**src/rtl/bhand_rdy_reg.sv**
```systemverilog
// Registered-ready buffered handshake stage with a main/skid buffer.
// The optional transfer counter is built only when BHAND_RDY_REG_COUNT_EN is defined.
module bhand_rdy_reg #(
   parameter int DATA_WIDTH  = 8,
   parameter int COUNT_WIDTH = 4
) (
   input  logic                   clk,
   input  logic                   rst,
   input  logic [DATA_WIDTH-1:0]  idata,
   input  logic                   idata_vld,
   output logic                   idata_rdy,
   output logic [DATA_WIDTH-1:0]  odata,
   output logic                   odata_vld,
   input  logic                   odata_rdy,
   output logic [COUNT_WIDTH-1:0] xfer_count
);

   localparam logic [1:0] EMPTY = 2'd0;
   localparam logic [1:0] BUSY  = 2'd1;
   localparam logic [1:0] FULL  = 2'd2;

   logic [1:0]            state_reg, state_next;
   logic [DATA_WIDTH-1:0] main_reg, main_next;
   logic [DATA_WIDTH-1:0] skid_reg, skid_next;
   logic                  vld_reg;
   logic                  rdy_reg;
   logic                  in_x;
   logic                  out_x;

   assign in_x  = idata_vld & rdy_reg;
   assign out_x = vld_reg & odata_rdy;

   always_comb begin
      state_next = state_reg;
      main_next  = main_reg;
      skid_next  = skid_reg;
      case (state_reg)
         EMPTY: begin
            if (in_x) begin
               state_next = BUSY;
               main_next  = idata;
            end
         end
         BUSY: begin
            if (in_x && out_x) begin
               main_next = idata;
            end else if (in_x) begin
               state_next = FULL;
               skid_next  = idata;
            end else if (out_x) begin
               state_next = EMPTY;
            end
         end
         FULL: begin
            // ready is low here, so only the drain side can move
            if (out_x) begin
               state_next = BUSY;
               main_next  = skid_reg;
            end
         end
         default: begin
            state_next = EMPTY;
         end
      endcase
   end

   // valid and ready are decoded from the next state so both leave the flop edge clean
   always_ff @(posedge clk) begin
      if (rst) begin
         state_reg <= EMPTY;
         main_reg  <= '0;
         skid_reg  <= '0;
         vld_reg   <= 1'b0;
         rdy_reg   <= 1'b0;
      end else begin
         state_reg <= state_next;
         main_reg  <= main_next;
         skid_reg  <= skid_next;
         vld_reg   <= (state_next != EMPTY);
         rdy_reg   <= (state_next != FULL);
      end
   end

   assign idata_rdy = rdy_reg;
   assign odata     = main_reg;
   assign odata_vld = vld_reg;

`ifdef BHAND_RDY_REG_COUNT_EN
   logic [COUNT_WIDTH-1:0] count_reg;

   always_ff @(posedge clk) begin
      if (rst) begin
         count_reg <= '0;
      end else if (out_x) begin
         count_reg <= count_reg + COUNT_WIDTH'(1);
      end
   end

   assign xfer_count = count_reg;
`else
   assign xfer_count = '0;
`endif

endmodule
```
**config.mk**
```make
export PLATFORM = sky130hd
export DESIGN_NAME = bhand_rdy_reg
export DESIGN_NICKNAME = d
export VERILOG_FILES = /design/src/rtl/bhand_rdy_reg.sv
export SDC_FILE = /design/constraint.sdc
export NUM_CORES = 1
export LEC_CHECK = 0
export ABC_CLOCK_PERIOD_IN_PS = 1850
export BUFFER_PORTS_ARGS = -buffer_cell sky130_fd_sc_hd__buf_2
export CORE_ASPECT_RATIO = 1.2
export CORE_MARGIN = 3
export CORE_UTILIZATION = 30
export DETAILED_ROUTE_END_ITERATION = 12
export HOLD_SLACK_MARGIN = 0.06
export PLACE_DENSITY = 0.61
export SYNTH_ARGS = -nofsm -noshare
export SYNTH_HDL_FRONTEND = slang
export SYNTH_SLANG_ARGS = --single-unit
export TNS_END_PERCENT = 1
```
**constraint.sdc**
```tcl
create_clock -name clk -period 1.85 [get_ports clk]
set_clock_uncertainty 0.15 [all_clocks]
set_input_delay 0.185 -clock clk [delete_from_list [all_inputs] [get_ports clk]]
set_output_delay 0.185 -clock clk [all_outputs]
set_load 0.005 [all_outputs]
```
# Word level (Yosys, flattened, before mapping)
# Index checks and enable logic that the tools add are counted.
# word_totals
reg_bits,20
out_inout_bits,14
# classes
bitwise_logic,3
n_mux,10
n_eq_ne,6
reduce_logical,6
# ops
op,n
8-bit 2-to-1 mux,3
8-bit case mux with 3 select lines,1
2-bit 2-to-1 mux,5
2-bit inequality test (second input constant),4
2-bit case mux with 3 select lines,1
4-bit AND reduction,1
3-bit AND reduction,1
3-bit nonzero test,1
1-bit bitwise AND,2
2-bit by 1-bit equality test with 1-bit output (second input constant),1
2-bit equality test (second input constant),1
2-bit zero test,1
2-bit nonzero test,1
1-bit logical AND,1
1-bit NOT,1

# Depth between registers and ports, before layout
# Gate-level depths: netlist of the first run.
# logic_depth
word_depth,6
depth_mapped,4

# Worst setup path before layout of the first run
# OpenSTA, ideal clock, no wires.
# synth_path
kind,register to register
from,register rdy_reg (netlist: idata_rdy)
to,register skid_reg[0]
synth_period_minus_slack_ns,1.326
setup_time_ns,0.128
path_slack_ns,0.524
path_buffers,0
arrival_time_ns,1.049
stages_incl_launch_ff,5
path_cell_list,dfxtp_1 -> and3b_1 -> nand3_2 -> mux2i_1 -> nor2_1
# synth_via
elab_chain_cells,4
# synth_rtl
item,line_no,source
start: declaration,26,logic rdy_reg;
start signal: assignment,80,rdy_reg <= (state_next != FULL);
1-bit bitwise AND (*),30,assign in_x = idata_vld & rdy_reg;
1-bit logical AND,45,if (in_x && out_x) begin
1-bit NOT (no source line),n/a,
3-bit AND reduction (no source line) (*),n/a,
end signal: assignment,78,skid_reg <= skid_next;
end: declaration,24,"logic [DATA_WIDTH-1:0] skid_reg, skid_next;"
# Mark *: on every way between the ends. The rest lies on a longest branch, timed or not.
# A chain may end at the register's enable or synchronous reset.

# Worst setup path after layout of the first run
# layout_path
from,input port odata_rdy
to,register skid_reg[7]
# layout_via
elab_chain_cells,4
# layout_rtl
item,line_no,source
start: declaration,14,"input logic odata_rdy,"
1-bit bitwise AND,31,assign out_x = vld_reg & odata_rdy;
1-bit logical AND,45,
1-bit NOT (no source line),n/a,
3-bit AND reduction (no source line),n/a,
# No other way between the ends.

==> out/qor.txt, run 1 <==
Worst skew pair latency -> 0.29 ns
Placer Congestion -> 0.732
Layout cells sized above 1 -> 28.6%
Routed len/inst -> 11.6 microns
Hpwl dp -> 1250 microns
Area occupied by multi-input gates -> 467 sq um
GRT busiest layer -> met2
First-pass GRT wire length -> 3100 microns
TritonCTS clock tree -> yes
Grt ovf -> 0
Setup bufs post-CTS -> 0
Part of the power in registers -> 55.0%
Hold/Removal Path Class -> input port to flop
Sw Ratio -> 24.7%
DR vias -> 739
CTS Buf Count -> 3
Remaining DRCs -> 0
Cell Rows -> 21
H-Tree Depth -> 1
Synth-to-Final Area Change -> 24.3%
All-Layer GR Usage -> 10.4%
GR Util met1 -> 12.2%
Critical path endpoint category -> flop
Largest net degree at the start of global routing -> 21
Seq/Total Area, Yosys -> 43.6%
Initial antenna violation count -> 0
Clock transition at the registers of the reported paths -> 0.11 ns
FF-to-FF setup slack -> 0.30 ns
Async set-reset flop share out of synthesis -> 0%
Period utilization -> 84.3%
Crit path kind -> input port to flop
Die width -> 56.5 microns
Crit start category -> input port
Post-synth EDFFs -> 0
Ys flop type -> dfxtp_1
Placed standard-cell area -> 1010 sq um
Final core utilization -> 39.8%
Final WS setup -> 0.290 ns
RSZ-0062 raised after global routing -> no
Dpl ws -> 0.312 ns
DRT Pass-1 Iters -> 4
Fin nets -> 132
Vias/cell -> 4.83
# diodes -> 0
Sequential cell area -> 400 sq um
Chip height -> 66.6 microns
Distinct cells, synth -> 25
Slew Limit Fails -> 0
Static leakage -> 0.586 nW
Max Clk Rate -> 641 MHz
Final setup fails -> 0
Commonest cells post-synth -> dfxtp_1 (20), mux2i_1 (16), nor2_1 (9)
Final std cells w/o fill -> 153
Peak supply drop -> 0.457 mV
Pwr/cell area -> 757 nW/um^2
Core Area -> 2860 sq um
Cells after Synth -> 89
Initial Utilization -> 32.1%
Max Buffers Root-to-Sink -> 2
Met3 Use GR -> 1.55%
ANT nets after route -> 0
IO Port Bufs -> 21
Mapped Avg Cell Area -> 10.3 sq um
Max-cap violations -> 0
Tmin final -> 1.56 ns
Post-Syn Area -> 918 sq um
Clock share of power -> 28.6%
WP data required -> 1.88 ns
Placed cell count -> 140
Worst Path Arrival -> 1.59 ns
Fillers -> 276
Final setup TNS -> 0 ns
Drt initial violations -> 11
Cell type with the largest total area after synthesis -> dfxtp_1
Worst-path maximum fanout -> 9
Area contributors post-synth -> dfxtp_1 (44%), mux2i_1 (17%), a211oi_1 (6.5%)
Power share of the combinational group -> 16.5%
Switching power -> 0.000214 W
Met2 Use GR -> 17.8%
Clk root buf -> clkbuf_4
Warning count from the yosys run -> 0
Clk sinks -> 20
Die area -> 3760 sq um
Vias in the first global route -> 691
Most instantiated library cell after synthesis -> dfxtp_1
Routed WL -> 1780 microns
Synthesized flop and latch total -> 20
Cell area after layout -> 1140 sq um
Yosys top cell area share -> 43.6%
Cell-internal power -> 0.000651 W
Io pins -> 26
Status -> finished, final reports clean
Hold Vio Cnt, Final -> 0
[power by group through the flow]
stage               Sequential (W)  Combinational [W]  Clock, W
finish                    0.000475           0.000142  0.000247
floorplan                 0.000484          0.0000889         0
global placement          0.000484           0.000127         0
CTS                       0.000475           0.000144  0.000258
detailed placement        0.000484           0.000129         0
global route              0.000479           0.000161  0.000275
[area by class of cell]
cell class	count	share of cell area [%]
Multi-Input combinational cell	65	40.9
Sequential cell	20	35.1
Timing Repair Buffer	30	17.1
Tap cell	34	3.73
Clock buffer	4	3.18
[routing by layer]
layer / up-vias / part of all wire, %
met5: - / 0
met2: 17 / 49
met1: 344 / 45
li1: 374 / -
met4: 0 / 1.7
met3: 4 / 3.9
[kinds of logic (layout without fill, tap and decap cells)]
logic type      count (synthesis)  after routing  share of synthesized area (%)
compound gates                 17             17                           14.2
buf+inv                         7             34                           6.81
flops                          20             20                           43.6
mux                            16             16                           17.4
other cells                     1              4                          0.408
simple gates                   28             28                           17.6
[per-stage QoR]
| step | hold WS (ns) | total power (W) |
|---|---|---|
| 6_report | 0.105 | 0.000864 |
| 4_1_cts | 0.104 | 0.000877 |
| 5_1_grt | 0.131 | 0.000915 |
| 2_1_floorplan | 0.147 | 0.000573 |
| 3_3_place_gp | 0.265 | 0.000611 |
| 3_5_place_dp | 0.269 | 0.000613 |
[final timing paths]
| check | startpoint | end | cells after the start |
|---|---|---|---|
| max | odata_rdy | skid_reg[7] | 6 |
| min | rst | skid_reg[3] | 2 |
| max reg2reg | state_reg[0] | odata[7] | 4 |
| min reg2reg | odata_vld | state_reg[1] | 1 |
[layout by cell type, fill, tap and decap left out, types with 3 or more instances in the layout]
cell	synthesis	final
mux2i_1	16	16
dlygate4sd3_1	0	9
nor2_1	9	9
a21oi_1	3	3
nor3_1	8	8
nand2_1	4	4
a211oi_1	8	8
dfxtp_1	20	20
conb_1	1	4
clkbuf_4	0	3
buf_2	0	21
[worst max-delay path, stage by stage]
cell           delay, ns
dlygate4sd3_1       0.53
buf_2               0.13
nand2_2             0.16
nand3_2             0.29
mux2i_1             0.24
nor2_1              0.05
[repair_timing]
| item | in CTS | in global routing |
|---|---|---|
| hold buffers | 9 | 0 |
| gates resized for setup | 0 | 0 |
| endpoints found under the hold margin | 9 | 0 |
No activity file was read; power rests on OpenSTA's default activity.
==> run 2, diff against run 1 <==
Settings changed: ABC_AREA set to 1, ABC_CLOCK_PERIOD_IN_PS 1850 to 1250, PLACE_DENSITY 0.61 to 0.62.
Clock period 1.85 ns to 1.25 ns, I/O delays scaled along.
==> run 2 against run 1 <==
Against the previous run: via count increased by 28%; highest routed layer unchanged; sequential power is 49% higher; non-clock buffer count is 9 higher; cell area increased by 19%; cell count increased by 46%; worst hold slack improved by 0.0071 ns; register-to-register slack worse by 0.28 ns; clock power is 120% higher.
==> out/qor.txt, run 2 <==
RSZ-0062 raised after global routing -> yes
Max Buffers Root-to-Sink -> 2 (unchanged)
Crit path buffers/inverters -> 2 (unchanged)
Die width -> 59.2 microns (+4.8%)
Pwr/cell area -> 1130 nW/um^2 (+50%)
Synth Area in Compound Gates -> 3.07% (-11 points)
Vias/cell -> 4.23 (-12%)
WP data required -> 1.31 ns (-0.57 ns)
Critical path endpoint category -> flop
Hpwl dp -> 1510 microns (+21%)
Static leakage -> 0.694 nW (+18%)
Synthesized-area fraction occupied by adder cells -> 0% (unchanged)
ANT nets after route -> 0 (unchanged)
Crit path kind -> flop to flop
Top Family by Delay on Critical Path -> flip-flops
Most instantiated library cell after synthesis -> nand2_1
Largest family of logic cells by synthesized area -> simple AND/OR/NAND/NOR gates
All-Layer GR Usage -> 11.3% (+0.91 points)
Most frequent cells in the layout -> nand2_1 (44), nor2_1 (35), buf_2 (21)
DRT Pass-1 Iters -> 4 (unchanged)
CP Launch Point -> state_reg[0]
First-pass GRT wire length -> 3770 microns (+22%)
CP max stage cell -> dfxtp_2
Status -> finished, final reports clean
Ys flop type -> dfxtp_1
IO Port Bufs -> 21 (unchanged)
Setup bufs post-CTS -> 0 (unchanged)
Worst stage delay on the critical path -> 0.37 ns (-0.16 ns)
Cell type with the largest total area after synthesis -> dfxtp_1
Drt initial violations -> 36 (+25)
Period utilization -> 98.6%
CTS Buf Count -> 3 (unchanged)
Clock transition at the registers of the reported paths -> 0.11 ns (about the same)
Commonest cells post-synth -> nand2_1 (46), nor2_1 (35), dfxtp_1 (20)
Placer Congestion -> 0.722 (-1.5%)
Post-Syn Area -> 1020 sq um (+11%)
Die area -> 4130 sq um (+9.8%)
Grt ovf -> 0 (unchanged)
Overall power -> 0.00154 W (+78%)
Max-cap violations -> 0 (unchanged)
Initial antenna violation count -> 0 (unchanged)
Worst Path Arrival -> 1.29 ns (-0.30 ns)
Cell Rows -> 22 (+4.8%)
Clk sinks -> 20 (unchanged)
Io pins -> 26 (unchanged)
Post-synth EDFFs -> 0 (unchanged)
R2r startpoint -> state_reg[0]
Xor and xnor fraction of the mapped netlist area -> 0% (unchanged)
# diodes -> 0 (unchanged)
Layout cells sized above 1 -> 25.5% (-3.0 points)
Fillers -> 325 (+18%)
Sequential cell area -> 403 sq um (+0.62%)
Async set-reset flop share out of synthesis -> 0% (unchanged)
Mapped Avg Cell Area -> 6.79 sq um (-34%)
Routed WL -> 2150 microns (+21%)
Final WS setup -> 0.0179 ns (-0.272 ns)
Area occupied by multi-input gates -> 526 sq um (+13%)
Hold Vio Cnt, Final -> 0 (unchanged)
Most common cell after layout, fill and taps aside -> nand2_1
Distinct cells, synth -> 20 (-20%)
Remaining DRCs -> 0 (unchanged)
Worst path cell trace -> inv_4 > nand2_2 > buf_4 > nand2_1 > nand2_1 > nor2_1 > nor2_1
Seq/Total Area, Yosys -> 39.3% (-4.3 points)
Worst skew pair latency -> 0.31 ns (+0.02 ns)
H-Tree Depth -> 1 (unchanged)
Chip height -> 69.8 microns (+4.8%)
Slew Limit Fails -> 0 (unchanged)
Tmin final -> 1.23 ns
Largest net degree at the start of global routing -> 18 (-14%)
Warning count from the yosys run -> 0 (unchanged)
Core Area -> 3170 sq um (+11%)
Routed len/inst -> 9.58 microns (-18%)
Mux cell area share after synthesis -> 0% (-17 points)
Post-synthesis simple-gate area fraction -> 45.1% (+28 points)
Synth-to-Final Area Change -> 33.5%
Vias in the first global route -> 886 (+28%)
Peak supply drop -> 0.744 mV (+63%)
DR vias -> 947 (+28%)
Dpl ws -> 0.00160 ns (-0.310 ns)
TritonCTS clock tree -> yes
Cells after Synth -> 150 (+69%)
Hold/Removal Path Class -> input port to flop
Clk root buf -> clkbuf_4
Synthesized flop and latch total -> 20 (unchanged)
Crit start category -> flop
Max Clk Rate -> 812 MHz
Final setup fails -> 0 (unchanged)
Initial Utilization -> 32.2% (+0.11 points)
Hold path start -> odata_rdy
Yosys top cell area share -> 39.3% (-4.3 points)
Fin nets -> 201 (+52%)
Area contributors post-synth -> dfxtp_1 (39%), nand2_1 (17%), nor2_1 (13%)
Worst-path maximum fanout -> 8 (-1)
-- run 2: changes by cell type after synthesis, moves of 2 or more --
cell,before,now
nand3b_1,0,8
inv_1,0,12
mux2i_1,16,0
nor3_1,8,0
nand3_1,0,8
a21oi_1,3,1
a211oi_1,8,0
nand2_1,4,46
buf_6,0,3
nor2_1,9,35
o21ai_0,0,2
-- run 2: cell families (layout without fill, tap and decap cells) --
logic type,Yosys count,after routing
and+or+nand+nor,102,102
DFF,20,20
buffers and inverters,22,57
AOI/OAI and AO/OA,5,5
other,1,4
-- run 2: worst reg2reg max path, stage by stage (launching register included) --
cell and delay [ns]:
dfxtp_2 0.37, inv_4 0.11, nand2_2 0.07, buf_4 0.17, nand2_1 0.06, nand2_1 0.06, nor2_1 0.11, nor2_1 0.05
-- run 2: worst paths after layout --
path,depth (start not counted),slack (ns),to
max reg2reg,7,0.02,odata[1]
min,5,0.11,state_reg[0]
max,7,0.02,odata[1]
min reg2reg,2,0.34,skid_reg[7]
-- run 2: layout make-up --
| cell class | count | share of cell area [%] |
|---|---|---|
| clock inverters | 1 | 2.21 |
| inverters | 14 | 4.32 |
| well taps | 36 | 3.31 |
| repair buffers | 39 | 20.2 |
| clock buffers | 3 | 1.66 |
| flip-flops and latches | 20 | 29.6 |
| multi-input cells | 111 | 38.6 |
-- run 2: routing by layer --
metal  share of wire (%)  global-route usage (%)  vias to the layer above
met5                   0                       0                        -
met4                 2.3                    5.29                        0
met3                 2.9                   0.559                        4
met2                  47                    18.2                       16
met1                  47                    15.0                      401
li1                    -                       -                      526
-- run 2: stage by stage --
step | instance area, sq um | util, % | cells | hold slack (ns) | TNS (ns)
2_1_floorplan | 1030 | - | 153 | 0.0441 | 0
3_3_place_gp | 1190 | 37.5 | 211 | 0.191 | 0
3_5_place_dp | 1190 | 37.5 | 211 | 0.193 | 0
4_1_cts | 1330 | 42.1 | 224 | 0.0985 | 0
5_1_grt | 1360 | 43.0 | 224 | 0.147 | -0.422
6_report | 1360 | 43.0 | 224 | 0.112 | 0
-- run 2: report_power, final --
group	total [W]	internal, W	switching [W]
combinational	0.000300	0.000138	0.000163
sequential	0.000707	0.000682	0.0000253
clock	0.000532	0.000324	0.000208
-- run 2: repair_timing --
action	4_1_cts	5_1_grt
pin swaps	0	8
cloned	0	0
endpoints found under the setup margin	12	18
endpoints found under the hold margin	19	0
resized for setup	2	10
hold buffers	9	0
